===== src/rtl/instruction_loader.sv =====
// ============================================================================
//  Module   : instruction_loader
//  Purpose  : Byte-serial program loader; assembles a 16-bit word count plus
//             MSB-first 32-bit instructions into instruction memory writes.
//  Revision : 1.0  initial release
// ============================================================================
`default_nettype none

module instruction_loader #(
  parameter int width_B = 32,
  parameter int Addr_B  = 10
) (
  input  logic               clk,
  input  logic               rst_n,
  input  logic               start,
  input  logic [7:0]         rx_data,
  input  logic               rx_valid,
  output logic               mem_we,
  output logic [Addr_B-1:0]  mem_addr,
  output logic [width_B-1:0] mem_wdata,
  output logic               cpu_hold,
  output logic               busy,
  output logic               done,
  output logic               error
);

  typedef enum logic [2:0] {
    S_IDLE   = 3'd0,
    S_LEN_HI = 3'd1,
    S_LEN_LO = 3'd2,
    S_DATA   = 3'd3,
    S_DONE   = 3'd4,
    S_ERR    = 3'd5
  } state_t;

  // 17 bits so that a full-depth image (N = 2**Addr_B) is representable
  localparam logic [16:0] c_DEPTH = 17'd1 << Addr_B;

  state_t               r_state,     w_state_n;
  logic [15:0]          r_count,     w_count_n;
  logic [16:0]          r_k,         w_k_n;
  logic [1:0]           r_bidx,      w_bidx_n;
  logic [width_B-1:0]   r_word,      w_word_n;
  logic                 r_mem_we,    w_mem_we_n;
  logic [Addr_B-1:0]    r_mem_addr,  w_mem_addr_n;
  logic [width_B-1:0]   r_mem_wdata, w_mem_wdata_n;
  logic                 r_busy,      w_busy_n;
  logic                 r_done,      w_done_n;
  logic                 r_error,     w_error_n;
  logic                 r_cpu_hold,  w_cpu_hold_n;

  logic [16:0]          w_len;
  logic [16:0]          w_k_inc;
  logic                 w_restart;

  always_ff @(posedge clk or negedge rst_n) begin
    if (!rst_n) begin
      r_state     <= S_IDLE;
      r_count     <= '0;
      r_k         <= '0;
      r_bidx      <= '0;
      r_word      <= '0;
      r_mem_we    <= 1'b0;
      r_mem_addr  <= '0;
      r_mem_wdata <= '0;
      r_busy      <= 1'b0;
      r_done      <= 1'b0;
      r_error     <= 1'b0;
      r_cpu_hold  <= 1'b1;
    end else begin
      r_state     <= w_state_n;
      r_count     <= w_count_n;
      r_k         <= w_k_n;
      r_bidx      <= w_bidx_n;
      r_word      <= w_word_n;
      r_mem_we    <= w_mem_we_n;
      r_mem_addr  <= w_mem_addr_n;
      r_mem_wdata <= w_mem_wdata_n;
      r_busy      <= w_busy_n;
      r_done      <= w_done_n;
      r_error     <= w_error_n;
      r_cpu_hold  <= w_cpu_hold_n;
    end
  end

  always_comb begin
    w_state_n     = r_state;
    w_count_n     = r_count;
    w_k_n         = r_k;
    w_bidx_n      = r_bidx;
    w_word_n      = r_word;
    w_mem_we_n    = 1'b0;
    w_mem_addr_n  = r_mem_addr;
    w_mem_wdata_n = r_mem_wdata;
    w_busy_n      = r_busy;
    w_done_n      = r_done;
    w_error_n     = r_error;
    w_cpu_hold_n  = r_cpu_hold;
    w_len         = {1'b0, r_count[15:8], rx_data};
    w_k_inc       = r_k + 17'd1;
    w_restart     = start && (r_state == S_IDLE || r_state == S_DONE || r_state == S_ERR);

    if (w_restart) begin
      // Any byte strobed alongside an accepted start is dropped
      w_state_n    = S_LEN_HI;
      w_busy_n     = 1'b1;
      w_done_n     = 1'b0;
      w_error_n    = 1'b0;
      w_cpu_hold_n = 1'b1;
    end else begin
      case (r_state)
        S_LEN_HI: begin
          if (rx_valid) begin
            w_count_n[15:8] = rx_data;
            w_state_n       = S_LEN_LO;
          end
        end
        S_LEN_LO: begin
          if (rx_valid) begin
            w_count_n[7:0] = rx_data;
            if (w_len == 17'd0) begin
              w_state_n = S_DONE;
            end else if (w_len > c_DEPTH) begin
              w_state_n = S_ERR;
            end else begin
              w_state_n = S_DATA;
              w_k_n     = '0;
              w_bidx_n  = '0;
              w_word_n  = '0;
            end
          end
        end
        S_DATA: begin
          if (rx_valid) begin
            case (r_bidx)
              2'd0:    w_word_n[31:24] = rx_data;
              2'd1:    w_word_n[23:16] = rx_data;
              2'd2:    w_word_n[15:8]  = rx_data;
              default: w_word_n[7:0]   = rx_data;
            endcase
            if (r_bidx == 2'd3) begin
              w_mem_we_n    = 1'b1;
              w_mem_addr_n  = r_k[Addr_B-1:0];
              w_mem_wdata_n = w_word_n;
              w_k_n         = w_k_inc;
              w_bidx_n      = 2'd0;
              if (w_k_inc == {1'b0, r_count}) begin
                w_state_n = S_DONE;
              end
            end else begin
              w_bidx_n = r_bidx + 2'd1;
            end
          end
        end
        // Status levels follow the state one cycle after entry
        S_DONE: begin
          w_done_n     = 1'b1;
          w_busy_n     = 1'b0;
          w_cpu_hold_n = 1'b0;
        end
        S_ERR: begin
          w_error_n    = 1'b1;
          w_busy_n     = 1'b0;
          w_cpu_hold_n = 1'b1;
        end
        default: ;
      endcase
    end
  end

  assign mem_we    = r_mem_we;
  assign mem_addr  = r_mem_addr;
  assign mem_wdata = r_mem_wdata;
  assign cpu_hold  = r_cpu_hold;
  assign busy      = r_busy;
  assign done      = r_done;
  assign error     = r_error;

endmodule

`default_nettype wire


===== config.mk =====
export PLATFORM = sky130hd
export DESIGN_NAME = instruction_loader
export DESIGN_NICKNAME = d
export VERILOG_FILES = /design/src/rtl/instruction_loader.sv
export SDC_FILE = /design/constraint.sdc
export NUM_CORES = 1
export LEC_CHECK = 0
export BUFFER_PORTS_ARGS = -buffer_cell sky130_fd_sc_hd__buf_4
export CORE_ASPECT_RATIO = 1.1
export CORE_MARGIN = 5
export CORE_UTILIZATION = 52
export CTS_CLUSTER_SIZE = 25
export DETAILED_ROUTE_END_ITERATION = 12
export GPL_TIMING_DRIVEN = 0
export HOLD_SLACK_MARGIN = 0.02
export PLACE_DENSITY = 0.75
export SLEW_MARGIN = 20
export SYNTH_ARGS = -nofsm -noshare
export SYNTH_HDL_FRONTEND = slang
export SYNTH_SLANG_ARGS = --single-unit

===== constraint.sdc =====
create_clock -name clk -period 2.3 [get_ports clk]
set_input_delay 0.345 -clock clk [delete_from_list [all_inputs] [get_ports clk]]
set_output_delay 0.345 -clock clk [all_outputs]
set_load 0.005 [all_outputs]

==> run summary, run 1 <==
====================================================================================
Outcome                                                                 complete, but fails checks
Failing checks                                                          setup timing
Final wirelength                                                            13400 um
Antenna violations before repair                                                   0
Placed inst area                                                           5720 um^2
Combined global-route utilization of all metal layers                          22.8%
Area of the die                                                           12100 um^2
Sequential element share of the synthesized area                               52.7%
Via count of the first global-routing pass                                      4382
Critical path cell sequence                                             ha_4 -> xor2_1 -> or3_1 -> nor4_1 -> and3_1 -> a21oi_2 -> or3_1
Slowest cell delay on critical path                                           470 ps
Clock transition at path regs                                                 100 ps
Logic pwr share                                                                38.4%
Chip width                                                                    105 um
Clock tree skew after final layout                                           10.0 ps
Number of placement rows                                                          38
Slowest CP cell                                                              dfrtp_2
Prevailing post-synth register cell                                          dfrtp_1
Detail Placement HPWL                                                        8810 um
Post-synthesis cell type count                                                    49
Maximum number of pins on one net before global-route repair                     110
GPL Wtd Cong                                                                   0.922
Clock tree from TritonCTS                                                        yes
Leak pwr                                                                     2.97 nW
Clock Root Buffer                                                           clkbuf_8
Average via count per standard cell                                             5.94
Reg-to-reg slack, setup                                                       -40 ps
Number of detailed-routing iterations run before antenna repair                    6
Combined area of all synthesized cells                                     5180 um^2
Top-level I/O count                                                               59
Critical path endpoint category                                             register
Post-layout nets                                                                 610
Dominant cell type by count on the critical path                               or3_1
Final setup viols                                                                  1
Die height                                                                    115 um
Peak supply drop                                                          0.000599 V
Total via count after detailed routing                                          4267
Number of H-tree levels                                                            3
Setup repair after global routing missed its margin                              yes
Synth Area per Inst                                                        10.0 um^2
Global-route congestion overflow total                                             0
Remaining DRCs                                                                     0
Total placed cells including tap cells                                           686
Net switching share of the total power                                         36.0%
Number of clock sinks seen by CTS                                                109
Worst Setup Slack, final                                                    -38.0 ps
Layout cells sized above 1                                                     23.4%
Final Instance Area                                                        6210 um^2
Wire length of the first global-routing pass                                22100 um
Type of the worst setup path                                                 reg2reg
Cell count of the worst reg-to-reg path                                            7
Proportion of synthesized flip-flops having asynchronous set or reset           100%
Synthesis-stage register bit count                                               109
Inserted Diodes                                                                    0
TritonCTS buffer count                                                             9
P_sw                                                                         2.43 mW
Max Clock Freq                                                               428 MHz
PD cells                                                                1090 nW/um^2
Worst endpoint required time                                                 2560 ps
Initial core utilization                                                       52.9%
Maximum number of buffers from clock root to sink                                  2
Slew margin rel.                                                               35.8%
Path type of the worst min-delay path                                       in2async
Final critical-path share of the clock period                                   102%
Reported max-cap violation count                                                   0
Initial detailed-routing violation count                                         333
Synth warnings                                                                     0
Routed length per instance                                                   18.6 um
Fin. max-slew vios                                                                 0
Synth Instances                                                                  516
Startpoint types                                                            register
Leading cell type in the layout, fill and taps excluded                      dfrtp_1
Count of flip-flops with a built-in enable after synthesis                         0
Fraction of power consumed by the clock network                                16.3%
Syn-to-layout area delta                                                       19.9%
Number of hold violations in the final report                                      0
Pint                                                                         4.32 mW
Count of non-filler cells in the finished layout                                 718
Clock period minus worst slack                                               2340 ps
Number of buffers inserted by port buffering                                      50
Data arrival time at the worst-slack endpoint                                2600 ps
Synthesized Nets                                                                 533
Worst Tran Pin Value                                                          962 ps
Commonest cells after routing, fill and taps aside                      105 x dfrtp_1, 97 x nand2_1, 70 x buf_4, 53 x o21ai_0
Number of buffers inserted by hold repair at cts                                   0
Count of fill cells added during filler insertion                                811
Sequential cell fraction of total power                                        45.3%
Remaining antenna violation count after routing                                    0
Maximum fanout encountered on the critical timing path                             5
Core Region                                                                9790 um^2
Clock Latency Late Sink                                                       380 ps
====================================================================================
## through the flow
stage | util (%) | TNS [ps] | power, mW | setup slack [ps] | hold WS [ps]
2_1_floorplan | - | 0 | 4.49 | 14.5 | 49.4
3_3_place_gp | 58.3 | -6980 | 5.34 | -341 | 460
3_5_place_dp | 58.4 | -11880 | 5.46 | -482 | 464
4_1_cts | 61.6 | -39.7 | 6.65 | -39.7 | 119
5_1_grt | 63.4 | -235 | 7.21 | -139 | 141
6_report | 63.4 | -38.0 | 6.75 | -38.0 | 75.5
## timing repair
action / 4_1_cts / 5_1_grt
setup endpoints to repair: 35 / 26
pin swaps: 3 / 12
hold endpoints to repair: 0 / 0
gates resized for setup: 25 / 21
setup buffers: 4 / 12
## power groups by stage
stage               combinational [mW]  clock [mW]  sequential (mW)
global placement                  2.32           0             3.03
global route                      2.87        1.21             3.13
detailed placement                2.40           0             3.06
finish                            2.59        1.10             3.06
floorplan                         1.52           0             2.97
CTS                               2.50        1.12             3.03
## cell families (layout without fill, tap and decap cells)
kind of cell | after synthesis | after routing | synth area share [%]
AO/OA/AOI/OAI | 119 | 119 | 14.4
XOR/XNOR | 22 | 22 | 3.72
adder cells (fa/ha/maj) | 5 | 5 | 1.21
buffers and inverters | 46 | 128 | 3.60
flip-flops | 109 | 109 | 52.7
multiplexers | 41 | 41 | 8.28
AND/OR/NAND/NOR | 174 | 174 | 16.1
## state kept, by name, summed over array words and instances, names as in the netlist, 2 cells and up
register,count
r_state,3
mem_wdata,32
r_bidx,2
r_word,24
r_count,16
mem_addr,10
r_k,17
## critical path, delay by kind of cell (launching register included)
kind / cells / cell delay [ps]
compound gates: 1 / 90
simple gates: 4 / 1250
xor+xnor: 1 / 150
flops: 1 / 470
fa+ha+maj: 1 / 260
## metal layers
layer  part of all wire [%]  wire (um)  GRT usage, %
met3                    5.4        726          4.51
met2                     50       6640          37.5
met4                    3.0        403          9.89
met1                     42       5620          29.5
met5                      0          0             0
## worst paths after layout
kind,to,startpoint
worst max-delay path,r_state[0]$_DFFE_PN0P_,r_k[1]$_DFFE_PN0P_
min in group clk,done$_DFFE_PN0P_,start
worst min-delay path,r_k[3]$_DFFE_PN0P_,rst_n
worst max register to register,r_state[0]$_DFFE_PN0P_,r_k[1]$_DFFE_PN0P_
max in group asynchronous,r_k[9]$_DFFE_PN0P_,rst_n
worst min register to register,mem_addr[6]$_DFFE_PN0P_,mem_addr[6]$_DFFE_PN0P_
## synth_stat cells (2+ instances only)
cell      count  share of area, %
nand3_2       2              0.39
or2_2         2              0.24
buf_2         8              0.77
nand2b_1      5              0.60
clkbuf_1     22               1.6
and3_1        9               1.1
a21oi_1      11               1.1
nor3_1        5              0.48
nand2_1      98               7.1
buf_1         8              0.58
nor2_1       19               1.4
a22o_1       26               4.4
xnor2_1      13               2.2
xor2_1        9               1.5
dfrtp_1     108                52
mux2i_1      26               5.0
ha_1          5               1.2
inv_1         7              0.51
o31ai_1       5              0.72
o21ai_0      54               5.2
a211oi_1      2              0.29
o21a_1        2              0.29
o21ai_1       7              0.68
nand4_1       8              0.97
nor4_1        5              0.60
mux2_2       15               3.3
or3_1         2              0.24
nor3_2        2              0.39
nand3_1       6              0.58
and2_1        2              0.24
a31oi_1       4              0.48
o22ai_1       2              0.24
## layout make-up
cell class	instances	area, um^2	share of cell area (%)
Sequential cell	109	2730	44.0
Inverter	7	26.3	0.423
Timing Repair Buffer	66	503	8.10
Multi-Input combinational cell	361	2430	39.2
Tap cell	120	150	2.42
Buffer	39	185	2.98
Clock inverter	3	18.8	0.302
Clock buffer	13	159	2.56
No activity file was read; power rests on OpenSTA's default activity.
==> run 2, diff against run 1 <==
Settings changed: BUFFER_PORTS_ARGS -buffer_cell sky130_fd_sc_hd__buf_4 to unset, CORE_ASPECT_RATIO 1.1 to 0.5, CORE_UTILIZATION 52 to 55, DONT_BUFFER_PORTS set to 1, PLACE_DENSITY 0.75 to 0.73.
==> run 2 against run 1 <==
  * The run ends with hold timing, setup timing left
  * Cell area fell by 5.0%
  * Global-route usage fell by 0.84 points
  * Non-clock buffer count fell by 52
  * Combinational power fell by 20%
  * Critical endpoint is now r_k[4]$_DFFE_PN0P_
  * Highest routed layer unchanged
==> run summary, run 2 (same netlist as run 1, synthesis figures left out) <==
==============================================================================
Outcome                                                           complete, but fails checks
Failing checks                                                    hold timing, setup timing
Clock period minus worst slack                                         2330 ps
Die height                                                             78.6 um
Final Instance Area                                                  5900 um^2
Clock Root Buffer                                                    clkbuf_16
Number of hold violations in the final report                              109
Slew margin rel.                                                         48.6%
Initial detailed-routing violation count                                   352
Path type of the worst min-delay path                                 in2async
Post-Route Setup TNS                                                  -41.6 ps
Number of clock sinks seen by CTS                                          109
Clock tree skew after final layout                                     11.1 ps
Reg-to-reg slack, setup                                                 -10 ps
Top-level I/O count                                                         59
Post-layout nets                                                           558
Maximum number of pins on one net before global-route repair               110
Wire length of the first global-routing pass                          20200 um
Number of H-tree levels                                                      3
Reported max-cap violation count                                             0
Data arrival time at the worst-slack endpoint                          2540 ps
Worst Tran Pin Value                                                    767 ps
Routed length per instance                                             18.8 um
Average via count per standard cell                                       6.05
Final critical-path share of the clock period                             101%
PD cells                                                          1130 nW/um^2
Count of fill cells added during filler insertion                          771
Maximum fanout encountered on the critical timing path                      10
Setup repair after global routing missed its margin                        yes
Number of flip-flops under the largest register name                        32
Inserted Diodes                                                              0
Core Region                                                          9320 um^2
Commonest cells after routing, fill and taps aside                105 x dfrtp_1, 97 x nand2_1, 54 x o21ai_0, 26 x a22o_1, 26 x mux2i_1
Clock tree from TritonCTS                                                  yes
GPL Wtd Cong                                                             0.933
Number of placement rows                                                    25
Chip width                                                              147 um
TritonCTS buffer count                                                       9
Clock Latency Late Sink                                                 360 ps
Final wirelength                                                      12600 um
Antenna violations before repair                                             0
Detail Placement HPWL                                                  7890 um
Remaining DRCs                                                               0
Placed inst area                                                     5340 um^2
Combined global-route utilization of all metal layers                    22.0%
Final setup viols                                                            2
Number of detailed-routing iterations run before antenna repair              5
Initial core utilization                                                 55.6%
Global-route congestion overflow total                                       0
Via count of the first global-routing pass                                3786
Layout cells sized above 1                                               16.1%
Pre-CTS worst setup slack                                              -430 ps
Syn-to-layout area delta                                                 13.9%
Leading cell type in the layout, fill and taps excluded                dfrtp_1
Critical path endpoint category                                       register
Leak pwr                                                               2.75 nW
Clock transition at path regs                                            80 ps
Type of the worst setup path                                            in2reg
Max Clock Freq                                                         430 MHz
Sum of internal, switching and leakage power                           6.69 mW
Worst Setup Slack, final                                              -28.1 ps
Maximum number of buffers from clock root to sink                            2
Startpoint types                                                  primary input
Area of the die                                                     11600 um^2
Number of buffers inserted by port buffering                                 0
Total via count after detailed routing                                    4036
Remaining antenna violation count after routing                              0
Worst endpoint required time                                           2520 ps
Hold_ws                                                                -321 ps
Fin. max-slew vios                                                           0
Peak supply drop                                                    0.000436 V
==============================================================================
## run 2: cell types whose count changed in the layout (fill, tap and decap cells not counted), moves of 2 or more
cell and delta:
o21ai_2 +3, clkbuf_1 -3, nor3_2 -2, buf_4 -53
clkbuf_16 +9, clkbuf_8 -9, nor3_1 +2, o21ai_1 -4
## run 2: layout make-up
class	instances	area, um^2	share of cell area [%]
clock inverter	4	30.0	0.509
inverter	7	26.3	0.445
tap	121	151	2.57
multi-input combinational	361	2400	40.7
sequential	109	2730	46.3
timing repair buffer	14	105	1.78
buffer	39	194	3.29
clock buffer	12	256	4.35
## run 2: worst max-delay path, stage by stage
cell and delay, ps:
clkbuf_1 280, nor4_2 500, nand4_1 220, a211oi_2 260
a21o_1 170, nand2_2 140, clkbuf_4 240, o21ai_0 260
o31ai_1 120
## run 2: path summary, 6_finish.rpt
| path | start | to | cells after the start |
|---|---|---|---|
| max reg2reg | r_k[0]$_DFFE_PN0P_ | r_state[0]$_DFFE_PN0P_ | 8 |
| max | rx_data[2] | r_k[4]$_DFFE_PN0P_ | 9 |
| min | rst_n | r_word[14]$_DFFE_PN0P_ | 0 |
| min in group clk | start | done$_DFFE_PN0P_ | 1 |
| max in group asynchronous | rst_n | cpu_hold$_DFFE_PN1P_ | 0 |
| min reg2reg | cpu_hold$_DFFE_PN1P_ | cpu_hold$_DFFE_PN1P_ | 2 |
## run 2: power breakdown
| group | internal [mW] | leakage, nW | switching (mW) |
|---|---|---|---|
| Combinational | 0.971 | 1.20 | 1.11 |
| Clock | 0.801 | 0.140 | 0.700 |
| Sequential | 2.57 | 1.40 | 0.546 |
## run 2: metal layers
| metal | GRT usage, % | up-vias | share of wire (%) |
|---|---|---|---|
| li1 | - | 1859 | - |
| met1 | 30.6 | 2005 | 46 |
| met2 | 33.3 | 144 | 46 |
| met3 | 6.63 | 28 | 6.7 |
| met4 | 6.97 | 0 | 1.8 |
| met5 | 0 | - | 0 |
## run 2: stage by stage
step | std cells | utilization (%) | hold WS [ps]
floorplan | 516 | - | 49.4
global placement | 637 | 57.3 | 51.6
detailed placement | 637 | 57.3 | 51.4
CTS | 653 | 61.4 | -327
global route | 667 | 63.3 | -341
finish | 667 | 63.3 | -321
## run 2: timing repair
action,in CTS,in global routing
pin swaps,3,11
gates cloned,0,0
buffers inserted,0,14
endpoints found under the hold margin,109,109
endpoints found under the setup margin,54,29
resized for setup,21,27
==> run 3, diff against run 2 <==
Settings changed: CTS_BUF_LIST set to sky130_fd_sc_hd__clkbuf_2 sky130_fd_sc_hd__clkbuf_4 sky130_fd_sc_hd__clkbuf_8, SLEW_MARGIN 20 to 15.
==> run 3 against run 2 <==
  * The flow finishes with violations (hold timing)
  * Clock-buffer cell count stayed put
  * Core utilization decreased by 0.55 points
  * Sequential power about the same
  * Worst setup slack better by 63 ps
  * Cell area fell by 0.87%
  * Wire length fell by 2.6%
  * Highest routed layer unchanged
==> run summary, run 3 (same netlist as run 1, synthesis figures left out) <==
==============================================================================
Outcome                                                           complete, but fails checks
Failing checks                                                     hold timing
Total via count after detailed routing                                    3988
Maximum number of pins on one net before global-route repair               110
Core Region                                                          9320 um^2
Maximum number of buffers from clock root to sink                            2
Setup repair after global routing missed its margin                        yes
Final wirelength                                                      12200 um
Number of detailed-routing iterations run before antenna repair              5
Clock Latency Late Sink                                                 380 ps
Chip width                                                              147 um
Clock period minus worst slack                                         2270 ps
Leading cell type in the layout, fill and taps excluded                dfrtp_1
TritonCTS buffer count                                                       9
Syn-to-layout area delta                                                 12.9%
Hold_ws                                                                -350 ps
Commonest cells after routing, fill and taps aside                104 x dfrtp_1, 97 x nand2_1, 54 x o21ai_0, 26 x a22o_1, 26 x mux2i_1
Inserted Diodes                                                              0
Combined global-route utilization of all metal layers                    21.4%
Remaining antenna violation count after routing                              0
Slew margin rel.                                                         49.3%
Clock tree from TritonCTS                                                  yes
Worst Tran Pin Value                                                    761 ps
Global-route congestion overflow total                                       0
Data arrival time at the worst-slack endpoint                          2530 ps
Reported max-cap violation count                                             0
Number of flip-flops under the largest register name                        32
Die height                                                             78.6 um
Initial detailed-routing violation count                                   288
Top-level I/O count                                                         59
GPL Wtd Cong                                                             0.933
Number of clock sinks seen by CTS                                          109
Peak supply drop                                                    0.000453 V
Post-Route Setup TNS                                                      0 ps
Via count of the first global-routing pass                                3664
Final critical-path share of the clock period                            98.5%
Path type of the worst min-delay path                                 in2async
Count of fill cells added during filler insertion                          764
Clock tree skew after final layout                                     12.0 ps
Fin. max-slew vios                                                           0
Clock transition at path regs                                           100 ps
Detail Placement HPWL                                                  7890 um
Number of buffers inserted by port buffering                                 0
Maximum fanout encountered on the critical timing path                       6
Antenna violations before repair                                             0
Type of the worst setup path                                           reg2reg
Critical path endpoint category                                       register
Wire length of the first global-routing pass                          19800 um
Average via count per standard cell                                       5.96
Number of placement rows                                                    25
Post-layout nets                                                           560
Worst endpoint required time                                           2570 ps
Initial core utilization                                                 55.6%
Number of hold violations in the final report                              109
Routed length per instance                                             18.3 um
Area of the die                                                     11600 um^2
Final setup viols                                                            0
Layout cells sized above 1                                               17.0%
Leak pwr                                                               2.71 nW
Clock Root Buffer                                                     clkbuf_8
Number of H-tree levels                                                      3
Util after Layout                                                        62.7%
Max Clock Freq                                                         441 MHz
Startpoint types                                                      register
Remaining DRCs                                                               0
PD cells                                                          1080 nW/um^2
==============================================================================
-- run 3: path summary, 6_finish.rpt --
kind	startpoint	to	slack, ps	cells after the start
setup / recovery	r_k[1]$_DFFE_PN0P_	r_state[0]$_DFFE_PN0P_	30	7
hold reg to reg	cpu_hold$_DFFE_PN1P_	cpu_hold$_DFFE_PN1P_	500	2
setup reg to reg	r_k[1]$_DFFE_PN0P_	r_state[0]$_DFFE_PN0P_	30	7
hold / removal	rst_n	r_word[29]$_DFFE_PN0P_	-350	0
min in group clk	start	done$_DFFE_PN0P_	70	1
max in group asynchronous	rst_n	cpu_hold$_DFFE_PN1P_	2420	0
-- run 3: final cells by class --
class	instances	area (um^2)	share of cell area, %
sequential	109	2730	46.8
inverter	7	26.3	0.449
timing repair buffer	16	128	2.18
clock buffer	12	159	2.72
multi-input combinational	361	2420	41.5
tap	121	151	2.59
buffer	39	195	3.34
clock inverter	4	30.0	0.514
-- run 3: critical path, cell delays in order, from the launching register on --
cell and delay, ps:
dfrtp_2 470, ha_4 270, xor2_1 150, or3_1 360, nor4_1 270, and3_1 240
a21oi_2 90, or3_1 310
-- run 3: repair_timing --
action,4_1_cts,5_1_grt
resized for setup,22,29
endpoints found under the setup margin,54,26
hold endpoints to repair,109,109
buffers inserted,2,14
pin swaps,3,15
-- run 3: metrics by stage --
step	setup slack [ps]	cell area, um^2	cells	hold WS (ps)	power (mW)
5_1_grt	-18.9	5850	669	-379	6.71
4_1_cts	-23.8	5640	655	-365	6.21
3_3_place_gp	-402	5340	637	51.6	4.94
6_report	34.4	5850	669	-350	6.30
2_1_floorplan	14.5	5190	516	49.4	4.49
3_5_place_dp	-430	5340	637	51.4	5.01
-- run 3: power by group --
part           total (mW)  switching (mW)  internal [mW]  leakage (nW)
Clock                1.12           0.648          0.472        0.0968
Combinational        2.07            1.09          0.980          1.21
Sequential           3.10           0.538           2.57          1.40
-- run 3: metal layers --
layer | part of all wire [%] | track usage [%]
met1 | 47 | 31.0
met2 | 45 | 32.5
met3 | 6.1 | 5.48
met4 | 1.1 | 5.39
met5 | 0 | 0
